$ cat src/rtl/vga_timing_gen_pkg.sv
// Shared constants, phase encoding and helpers for the VGA raster timing generator.
package vga_timing_pkg;

    function automatic int unsigned line_total(input int unsigned act, input int unsigned fp,
                                               input int unsigned sync, input int unsigned bp);
        return act + fp + sync + bp;
    endfunction

    // 640x480@60 defaults
    localparam int unsigned H_ACTIVE_DEF = 640;
    localparam int unsigned H_FP_DEF     = 16;
    localparam int unsigned H_SYNC_DEF   = 96;
    localparam int unsigned H_BP_DEF     = 48;
    localparam int unsigned V_ACTIVE_DEF = 480;
    localparam int unsigned V_FP_DEF     = 10;
    localparam int unsigned V_SYNC_DEF   = 2;
    localparam int unsigned V_BP_DEF     = 33;
    localparam int unsigned H_TOTAL_DEF  = line_total(H_ACTIVE_DEF, H_FP_DEF, H_SYNC_DEF, H_BP_DEF);
    localparam int unsigned V_TOTAL_DEF  = line_total(V_ACTIVE_DEF, V_FP_DEF, V_SYNC_DEF, V_BP_DEF);

    localparam int unsigned CNT_W = 16;

    typedef enum logic [1:0] {
        PH_ACT = 2'd0,
        PH_FPO = 2'd1,
        PH_SYN = 2'd2,
        PH_BPO = 2'd3
    } phase_t;

    // Phase of a counter value given the exclusive end of the active, porch and sync regions.
    function automatic phase_t phase_of(input logic [CNT_W-1:0] cnt,
                                        input logic [CNT_W-1:0] act_end,
                                        input logic [CNT_W-1:0] fp_end,
                                        input logic [CNT_W-1:0] syn_end);
        phase_t ph;
        if (cnt < act_end)
            ph = PH_ACT;
        else if (cnt < fp_end)
            ph = PH_FPO;
        else if (cnt < syn_end)
            ph = PH_SYN;
        else
            ph = PH_BPO;
        return ph;
    endfunction

endpackage

$ cat src/rtl/vga_timing_gen_sync_delay_line.sv
// Enable-gated shift register; depth 0 degenerates to a wire.
module sync_delay_line #(
    parameter int unsigned      WIDTH = 1,
    parameter int unsigned      DEPTH = 1,
    parameter logic [WIDTH-1:0] INIT  = '0
) (
    input  logic             clk,
    input  logic             rst_n,
    input  logic             en,
    input  logic [WIDTH-1:0] din,
    output logic [WIDTH-1:0] dout
);

    generate
        if (DEPTH == 0) begin : g_pass
            logic unused_ok;
            assign unused_ok = clk ^ rst_n ^ en;
            assign dout      = din;
        end else begin : g_shift
            logic [WIDTH-1:0] stage [DEPTH];

            // Advance one stage per enable; stage 0 takes the live input.
            always_ff @(posedge clk or negedge rst_n) begin
                if (!rst_n) begin
                    for (int i = 0; i < int'(DEPTH); i++)
                        stage[i] <= INIT;
                end else if (en) begin
                    stage[0] <= din;
                    for (int i = 1; i < int'(DEPTH); i++)
                        stage[i] <= stage[i-1];
                end
            end

            assign dout = stage[DEPTH-1];
        end
    endgenerate

endmodule

$ cat src/rtl/vga_timing_gen.sv
// VGA raster timing: pixel divider, h/v scan counters, phase FSMs, aligned sync/blank and frame ticks.
//
// Phase FSM (one instance on h, one on v):
//   state  | meaning
//   PH_ACT | visible region
//   PH_FPO | front porch
//   PH_SYN | sync pulse
//   PH_BPO | back porch
module vga_timing_gen
    import vga_timing_pkg::*;
#(
    parameter int unsigned H_ACTIVE   = H_ACTIVE_DEF,
    parameter int unsigned H_FP       = H_FP_DEF,
    parameter int unsigned H_SYNC     = H_SYNC_DEF,
    parameter int unsigned H_BP       = H_BP_DEF,
    parameter int unsigned V_ACTIVE   = V_ACTIVE_DEF,
    parameter int unsigned V_FP       = V_FP_DEF,
    parameter int unsigned V_SYNC     = V_SYNC_DEF,
    parameter int unsigned V_BP       = V_BP_DEF,
    parameter int unsigned PIX_DIV    = 2,
    parameter int unsigned SYNC_DELAY = 2,
    parameter logic        HS_POL     = 1'b0,
    parameter logic        VS_POL     = 1'b0
) (
    input  logic             clk,
    input  logic             rst_n,
    output logic             pix_en,
    output logic [CNT_W-1:0] X,
    output logic [CNT_W-1:0] Y,
    output logic             display_on,
    output logic             hsync,
    output logic             vsync,
    output logic             blank_n,
    output logic             frame_tick,
    output logic             vblank_tick
);

    localparam logic [CNT_W-1:0] H_LAST     = CNT_W'(line_total(H_ACTIVE, H_FP, H_SYNC, H_BP) - 1);
    localparam logic [CNT_W-1:0] V_LAST     = CNT_W'(line_total(V_ACTIVE, V_FP, V_SYNC, V_BP) - 1);
    localparam logic [CNT_W-1:0] H_ACT_END  = CNT_W'(H_ACTIVE);
    localparam logic [CNT_W-1:0] H_FP_END   = CNT_W'(H_ACTIVE + H_FP);
    localparam logic [CNT_W-1:0] H_SYN_END  = CNT_W'(H_ACTIVE + H_FP + H_SYNC);
    localparam logic [CNT_W-1:0] V_ACT_END  = CNT_W'(V_ACTIVE);
    localparam logic [CNT_W-1:0] V_FP_END   = CNT_W'(V_ACTIVE + V_FP);
    localparam logic [CNT_W-1:0] V_SYN_END  = CNT_W'(V_ACTIVE + V_FP + V_SYNC);
    localparam logic [CNT_W-1:0] H_ACT_LAST = CNT_W'(H_ACTIVE - 1);
    localparam logic [CNT_W-1:0] V_ACT_LAST = CNT_W'(V_ACTIVE - 1);
    localparam logic [CNT_W-1:0] DIV_LAST   = CNT_W'(PIX_DIV - 1);

    logic [CNT_W-1:0] div;
    logic [CNT_W-1:0] h, h_nxt;
    logic [CNT_W-1:0] v, v_nxt;
    phase_t           h_ph, h_ph_nxt;
    phase_t           v_ph, v_ph_nxt;
    logic             h_wrap, v_wrap;
    logic             hs_raw, vs_raw;
    logic [2:0]       dly_out;

    assign pix_en = (div == DIV_LAST);
    assign h_wrap = (h == H_LAST);
    assign v_wrap = (v == V_LAST);

    // Pixel divider: free-running count that restarts on each strobe.
    always_ff @(posedge clk or negedge rst_n) begin
        if (!rst_n)
            div <= '0;
        else if (pix_en)
            div <= '0;
        else
            div <= div + 1'b1;
    end

    // Scan position for the next strobe; the last pixel of the frame folds straight to (0,0).
    always_comb begin
        h_nxt = h;
        v_nxt = v;
        if (pix_en) begin
            if (h_wrap) begin
                h_nxt = '0;
                v_nxt = v_wrap ? '0 : v + 1'b1;
            end else begin
                h_nxt = h + 1'b1;
            end
        end
    end

    // Phase transitions follow the counter value being loaded on the same strobe.
    always_comb begin
        h_ph_nxt = h_ph;
        v_ph_nxt = v_ph;
        if (pix_en) begin
            h_ph_nxt = phase_of(h_nxt, H_ACT_END, H_FP_END, H_SYN_END);
            v_ph_nxt = phase_of(v_nxt, V_ACT_END, V_FP_END, V_SYN_END);
        end
    end

    // Counter and phase state registers.
    always_ff @(posedge clk or negedge rst_n) begin
        if (!rst_n) begin
            h    <= '0;
            v    <= '0;
            h_ph <= PH_ACT;
            v_ph <= PH_ACT;
        end else begin
            h    <= h_nxt;
            v    <= v_nxt;
            h_ph <= h_ph_nxt;
            v_ph <= v_ph_nxt;
        end
    end

    assign X           = h;
    assign Y           = v;
    assign display_on  = (h_ph == PH_ACT) && (v_ph == PH_ACT);
    assign hs_raw      = (h_ph == PH_SYN) ? HS_POL : ~HS_POL;
    assign vs_raw      = (v_ph == PH_SYN) ? VS_POL : ~VS_POL;
    assign frame_tick  = pix_en && h_wrap && v_wrap;
    assign vblank_tick = pix_en && (h == H_ACT_LAST) && (v == V_ACT_LAST);

    // Sync and blank trail the scan position to match the renderer's RGB pipeline.
    sync_delay_line #(
        .WIDTH (3),
        .DEPTH (SYNC_DELAY),
        .INIT  ({~HS_POL, ~VS_POL, 1'b0})
    ) u_sync_dly (
        .clk   (clk),
        .rst_n (rst_n),
        .en    (pix_en),
        .din   ({hs_raw, vs_raw, display_on}),
        .dout  (dly_out)
    );

    assign hsync   = dly_out[2];
    assign vsync   = dly_out[1];
    assign blank_n = dly_out[0];

endmodule

$ cat config.mk
export PLATFORM = sky130hd
export DESIGN_NAME = vga_timing_gen
export DESIGN_NICKNAME = d
export VERILOG_FILES = /design/src/rtl/vga_timing_gen_pkg.sv /design/src/rtl/vga_timing_gen_sync_delay_line.sv /design/src/rtl/vga_timing_gen.sv
export SDC_FILE = /design/constraint.sdc
export NUM_CORES = 1
export LEC_CHECK = 0
export CAP_MARGIN = 10
export CORE_UTILIZATION = 45
export CTS_CLUSTER_SIZE = 12
export DETAILED_ROUTE_END_ITERATION = 8
export PLACE_DENSITY_LB_ADDON = 0.08
export SYNTH_ARGS = -nofsm -noshare
export SYNTH_HDL_FRONTEND = slang
export SYNTH_SLANG_ARGS = --single-unit
$ cat constraint.sdc
create_clock -name clk -period 3.2 [get_ports clk]
set_clock_uncertainty 0.05 [all_clocks]
set_input_delay 0.32 -clock clk [delete_from_list [all_inputs] [get_ports clk]]
set_output_delay 0.32 -clock clk [all_outputs]
set_load 0.02 [all_outputs]
Yosys cells after proc, flatten, opt, wreduce, memory -nomap -nowiden
Cells that the tools add are included.
- $add $sub $neg: 3
- reduce and logical (&&, ||, !) cells: 7
- multiplexer cells: 14
- order comparisons: 6
- equality and inequality tests: 7
- operators with widths (operator ; number):
    $mux W16 ; 6
    $add A16 B1 Y16 const B ; 3
    $eq A16 B10 Y1 const B ; 3
    $lt A16 B10 Y1 const B ; 3
    $lt A16 B9 Y1 const B ; 3
    $eq A16 B1 Y1 const B ; 1
    $eq A16 B9 Y1 const B ; 1
    $mux W2 ; 4
    $logic_and A1 B1 Y1 ; 5
    $eq A2 B2 Y1 const B ; 2
    $logic_not A2 Y1 ; 2
    $mux W1 ; 4
- output and inout port bits: 39
- logic and storage cells: 44
- bits in registers: 58

Depth between registers and ports, before layout
Gate-level depths: netlist of run 1.
- depth in word-level cells: 8
- depth in mapped cells: 11
- depth with buffers taken out: 10

Modules after synthesis
A second synthesis of run 1 with hierarchy kept.
- cell total of the unflattened synthesis: 334
- area, all modules: 3269.4 um^2
- modules (own cells, without submodules) (module ; times used ; area an instance (um^2) ; cells each ; seq. area each (um^2)):
    vga_timing_gen ; 1 ; 2990.4 ; 318 ; 1301.2
    sync_delay_line ; 1 ; 279.0 ; 16 ; 155.1

Worst setup path before layout of run 1
No wires, ideal clock.
- path type: reg2reg
- start point: register h[12] (netlist: X[12])
- end point: register v_ph[1]
- path buffers: 2
- arrival: 2.991 ns
- setup time: 0.121 ns
- stages on the path, launching flop included: 10
- data required time: 3.029 ns
- path slack: 0.037 ns
- period minus slack after synthesis: 3.163 ns
- cell sequence: dfrtp_1 clkbuf_1 or4_1 or4_1 buf_2 or3_1 xnor2_1 a211o_1 a221o_1 o22a_1
- longest elaborated chain between the ends: 6
- ends and longest elaborated chain (item ; line ; RTL):
    start: declaration ; vga_timing_gen.sv:51 ; logic [CNT_W-1:0] h, h_nxt;
    start signal: assignment ; vga_timing_gen.sv:105 ; h <= h_nxt;
    $eq A16 B10 Y1 (*) ; vga_timing_gen.sv:60 ; assign h_wrap = (h == H_LAST);
    $mux W16 (*) ; vga_timing_gen.sv:78 ; if (h_wrap) begin
    $mux W16 (*) ; vga_timing_gen.sv:77 ; if (pix_en) begin
    $lt A16 B9 Y1 ; vga_timing_gen_pkg.sv:38 ; else if (cnt < fp_end)
    $mux W2 ; vga_timing_gen_pkg.sv:38 ;
    $mux W2 (*) ; vga_timing_gen_pkg.sv:36 ; if (cnt < act_end)
    end signal: assignment ; vga_timing_gen.sv:108 ; v_ph <= v_ph_nxt;
    end: declaration ; vga_timing_gen.sv:54 ; phase_t v_ph, v_ph_nxt;
Mark *: on every way between the ends. The rest lies on a longest branch, timed or not.
A chain may end at the register's enable or synchronous reset.

Final worst setup path of run 1
- start point: register div[9]
- end point: register h_ph[0]
- longest elaborated chain between the ends: 6
- ends and longest elaborated chain (item ; line ; RTL):
    start: declaration ; vga_timing_gen.sv:50 ; logic [CNT_W-1:0] div;
    start signal: assignment ; vga_timing_gen.sv:70 ; div <= div + 1'b1;
    $eq A16 B1 Y1 (*) ; vga_timing_gen.sv:59 ; assign pix_en = (div == DIV_LAST);
    $mux W16 (*) ; vga_timing_gen.sv:77 ;
    named net h_nxt[10] ; vga_timing_gen.sv:51 ;
    $lt A16 B10 Y1 ; vga_timing_gen_pkg.sv:40 ; else if (cnt < syn_end)
    $mux W1 ; vga_timing_gen_pkg.sv:40 ;
    $mux W2 ; vga_timing_gen_pkg.sv:38 ;
    $mux W2 (*) ; vga_timing_gen_pkg.sv:36 ;
    end signal: assignment ; vga_timing_gen.sv:107 ; h_ph <= h_ph_nxt;
    end: declaration ; vga_timing_gen.sv:53 ; phase_t h_ph, h_ph_nxt;
The timed path passes the listed nets; every way through them passes the cells marked *.

==> summary.txt, run 1 <==
Outcome
  • Outcome: completed

Place
  • Input/output buffers: 40
  • Post-DP Area: 3990 sq um
  • GP Congestion: roughly 0.92
  • Setup WS pre-CTS: approximately 0.11 ns
  • Detailed Place HPWL: ~6 mm

Layout
  • Layout area overhead: 27.4%
  • Final #Nets: between 400 and 500
  • Ratio of cells with drive above 1 in the final layout: roughly 16%
  • Ant diodes: 0
  • Multi-input gate area: about 1800 sq um
  • FF/Latch Area: roughly 1500 sq um
  • Fillers: 608
  • Final instance area: 4230 sq um

Flow run
  • Max-cap violations: 0

Clocking
  • Htree depth: 3
  • Clk sinks: 58
  • Clock root buffer: clkbuf_8
  • Clk Latency, worst-skew pair: around 0.34 ns
  • CTS buffer count: 9
  • CTS tree: done
  • Clock transition at path regs: ~0.08 ns
  • CTS max path bufs: 2

Synthesis
  • Simple-gate share of the synthesized area: 27.6%
  • Synth warnings: 0
  • Commonest cells post-synth: dfrtp_1, nand2_1, xnor2_1
  • Synth top area cells: dfrtp_1, xnor2_1, nand2_1, nor4_1, dfstp_2
  • Top FF cell, synth: dfrtp_1
  • FF+latch count, synth: a little under 60
  • Share of the synthesized area in the top cell type: between 40% and 50%
  • Post-Syn Instances: 363
  • Async set-reset flop share out of synthesis: 100%
  • Syn Area/Cell: 9.15 sq um
  • Number of flops mapped to enable cells by yosys: 0
  • Yosys cell types: between 50 and 60
  • Post-synth top area cell: dfrtp_1
  • Syn_nets: 370
  • Synth Area in Adders: 1.88%
  • Multiplexer area fraction after synthesis: less than 1%
  • Synth Cell Area: approximately 3300 sq um
  • Synth Area in XOR/XNOR: under 10%
  • Compound-gate portion of the synthesized area: ~13%
  • Post-synthesis sequential area ratio: 43.9%
  • Count leader, synth: dfrtp_1
  • Main combinational cell family by area after synthesis: simple AND/OR/NAND/NOR gates

Setup path
  • CP endpoint: h_ph[0]
  • Setup CP Type: reg -> reg
  • Cells on worst reg2reg path: 8
  • Worst R2R End: h_ph[0]
  • CP Launch Point: div[9]
  • Crit. End Element: register
  • Max FO, Critical Path: 14
  • R2r setup slk: around 0.1 ns
  • Crit path DAT: 3.27 ns
  • Critical Path Start Type: register
  • R2R Path Start: div[9]
  • Worst path required time: 3.38 ns

Global route
  • Gr busiest metal: met2
  • Number of global-route vias before repair: between 2k and 3k
  • Gr usage total: between 20% and 30%
  • First-pass GRT wire length: 13.9 mm
  • Met3 Use GR: just over 4%
  • M2 GR Usage: about 38%
  • Met1 Resource Use GR: roughly 33%
  • Initial antenna violation count: 0
  • Largest net degree at the start of global routing: 50
  • Total overflow reported by the global router: 0

Pwr
  • IR drop worst, VDD: about 0.31 mV
  • Total power: around 1.4 mW
  • Power Density: roughly 340 nW/um^2
  • Leak pwr: roughly 1.8 nW

Die
  • Boundary Pins: 41
  • Row cnt: 30
  • Width of the chip: a little under 90 um
  • Initial Util: a little under half
  • Chip Height: between 80 and 90 um
  • Die ar.: roughly 7700 sq um
  • Placeable Area: 6940 sq um

Timing
  • Max Fclk: 0.323 GHz
  • Final Setup Violations: 0
  • Period utilization: 96.8%
  • Hold Vio Cnt, Final: 0
  • Fin. max-slew vios: 0
  • Setup repair after global routing missed its margin: yes
  • Slew HR: between 50% and 60%
  • Clock period minus worst slack: 3.10 ns
  • Slew @ Worst Pin: around 0.6 ns
  • Final worst setup slack: about 0.1 ns

Route
  • DRC: 0
  • Detailed Route WL: about 8.4 mm
  • Vias per cell: ~5.8
  • Avg WL per Cell: ~16 um
  • DR vias: approximately 3.1k
  • Routed Antenna Nets: 0
  • Iter 0 DRT Violations: just under 200
  • DR pass1 iterations: 5

Worst hold path
  • Worst hold path type: in -> async
[report_power, final]
| part | switching, mW | internal, mW |
|---|---|---|
| clock | 0.326 | 0.356 |
| combinational | 0.0147 | 0.00447 |
| sequential | 0 | 0.733 |
| total | 0.340 | 1.09 |
[cell type report]
class                           instances  share of cell area [%]
Tap cell                               96                    2.84
Sequential cell                        58                    34.4
Inverter                               15                    1.33
Clock buffer                            9                    2.93
Clock inverter                          7                    1.66
Multi-Input combinational cell        271                    41.4
Timing Repair Buffer                   73                    15.4
[how the worst min path moves through the flow]
stage / startpoint / end / slack [ns] / cells after the start
3_5_place_dp: u_sync_dly.dout[2] / u_sync_dly.dout[2] / 0.40 / 2
5_1_grt: u_sync_dly.dout[2] / u_sync_dly.dout[2] / 0.43 / 2
6_report: rst_n / h_ph[0] / 0.41 / 2
2_1_floorplan: rst_n / X[0] / -0.03 / 0
3_3_place_gp: u_sync_dly.g_shift.stage[4] / u_sync_dly.dout[1] / 0.40 / 2
4_1_cts: rst_n / Y[15] / 0.17 / 1
[worst max-delay path, stage by stage (launching register included)]
cell	delay, ns
dfrtp_1	0.41
or4_1	0.57
or4_1	0.44
buf_4	0.22
nor4_1	0.37
xor2_1	0.17
a2111o_1	0.32
nor4_2	0.31
o22ai_1	0.12
[kinds of logic (layout without fill, tap and decap cells)]
group	Yosys count	after routing
buffers and inverters	34	104
XOR/XNOR	36	36
AO/OA/AOI/OAI	60	60
AND/OR/NAND/NOR	168	168
flip-flops	58	58
adder cells (fa/ha/maj)	5	5
multiplexers	2	2
[through the flow]
stage	std cells	hold slack (ns)	utilization, %	setup TNS, ns
after floorplan	363	-0.0256	-	0
after global placement	510	0.399	57.4	0
after detailed placement	510	0.399	57.4	0
after CTS	526	0.172	60.3	0
after global routing	529	0.427	60.9	-0.00769
final	529	0.407	60.9	0
[per-layer routing]
layer / vias to the layer above / share of wire, %
met1: 1482 / 46
met2: 107 / 48
met4: 0 / 1.2
met5: - / 0
li1: 1461 / -
met3: 11 / 4.8
[cell usage in the layout (no fill, tap or decap), types with 5 or more instances in the layout]
| cell | instances |
|---|---|
| clkbuf_8 | 9 |
| xnor2_1 | 26 |
| or4_1 | 6 |
| or3_1 | 5 |
| o21ai_0 | 15 |
| nand2_1 | 47 |
| inv_1 | 14 |
| nor4_1 | 16 |
| o31ai_1 | 7 |
| nor2_1 | 21 |
| a31oi_1 | 6 |
| clkdlybuf4s50_1 | 37 |
| nand3_1 | 18 |
| a21oi_1 | 6 |
| ha_1 | 5 |
| dfrtp_1 | 54 |
| nor3_1 | 5 |
| nand4_1 | 13 |
| and2_1 | 7 |
| xor2_1 | 10 |
| and3_1 | 9 |
| buf_4 | 31 |
[what timing repair did]
action / 4_1_cts / 5_1_grt
setup buffers: 0 / 1
cloned: 0 / 0
setup endpoints to repair: 2 / 5
gates resized for setup: 3 / 5
hold endpoints to repair: 0 / 17
hold buffers: 0 / 1
pin swaps: 0 / 2
[sequential cells by signal (all words and copies together) (netlist names)]
signal / flops
X: 16
Y: 16
div: 16
u_sync_dly.dout: 3
u_sync_dly.g_shift.stage: 3
h_ph: 2
v_ph: 2
(Power assumes the default switching activity.)
==> run 2, diff against run 1 <==
Settings changed: CAP_MARGIN 10 to 20.
==> results of run 2 <==
The final DEF is identical to that of run 1; final timing and power are the same.
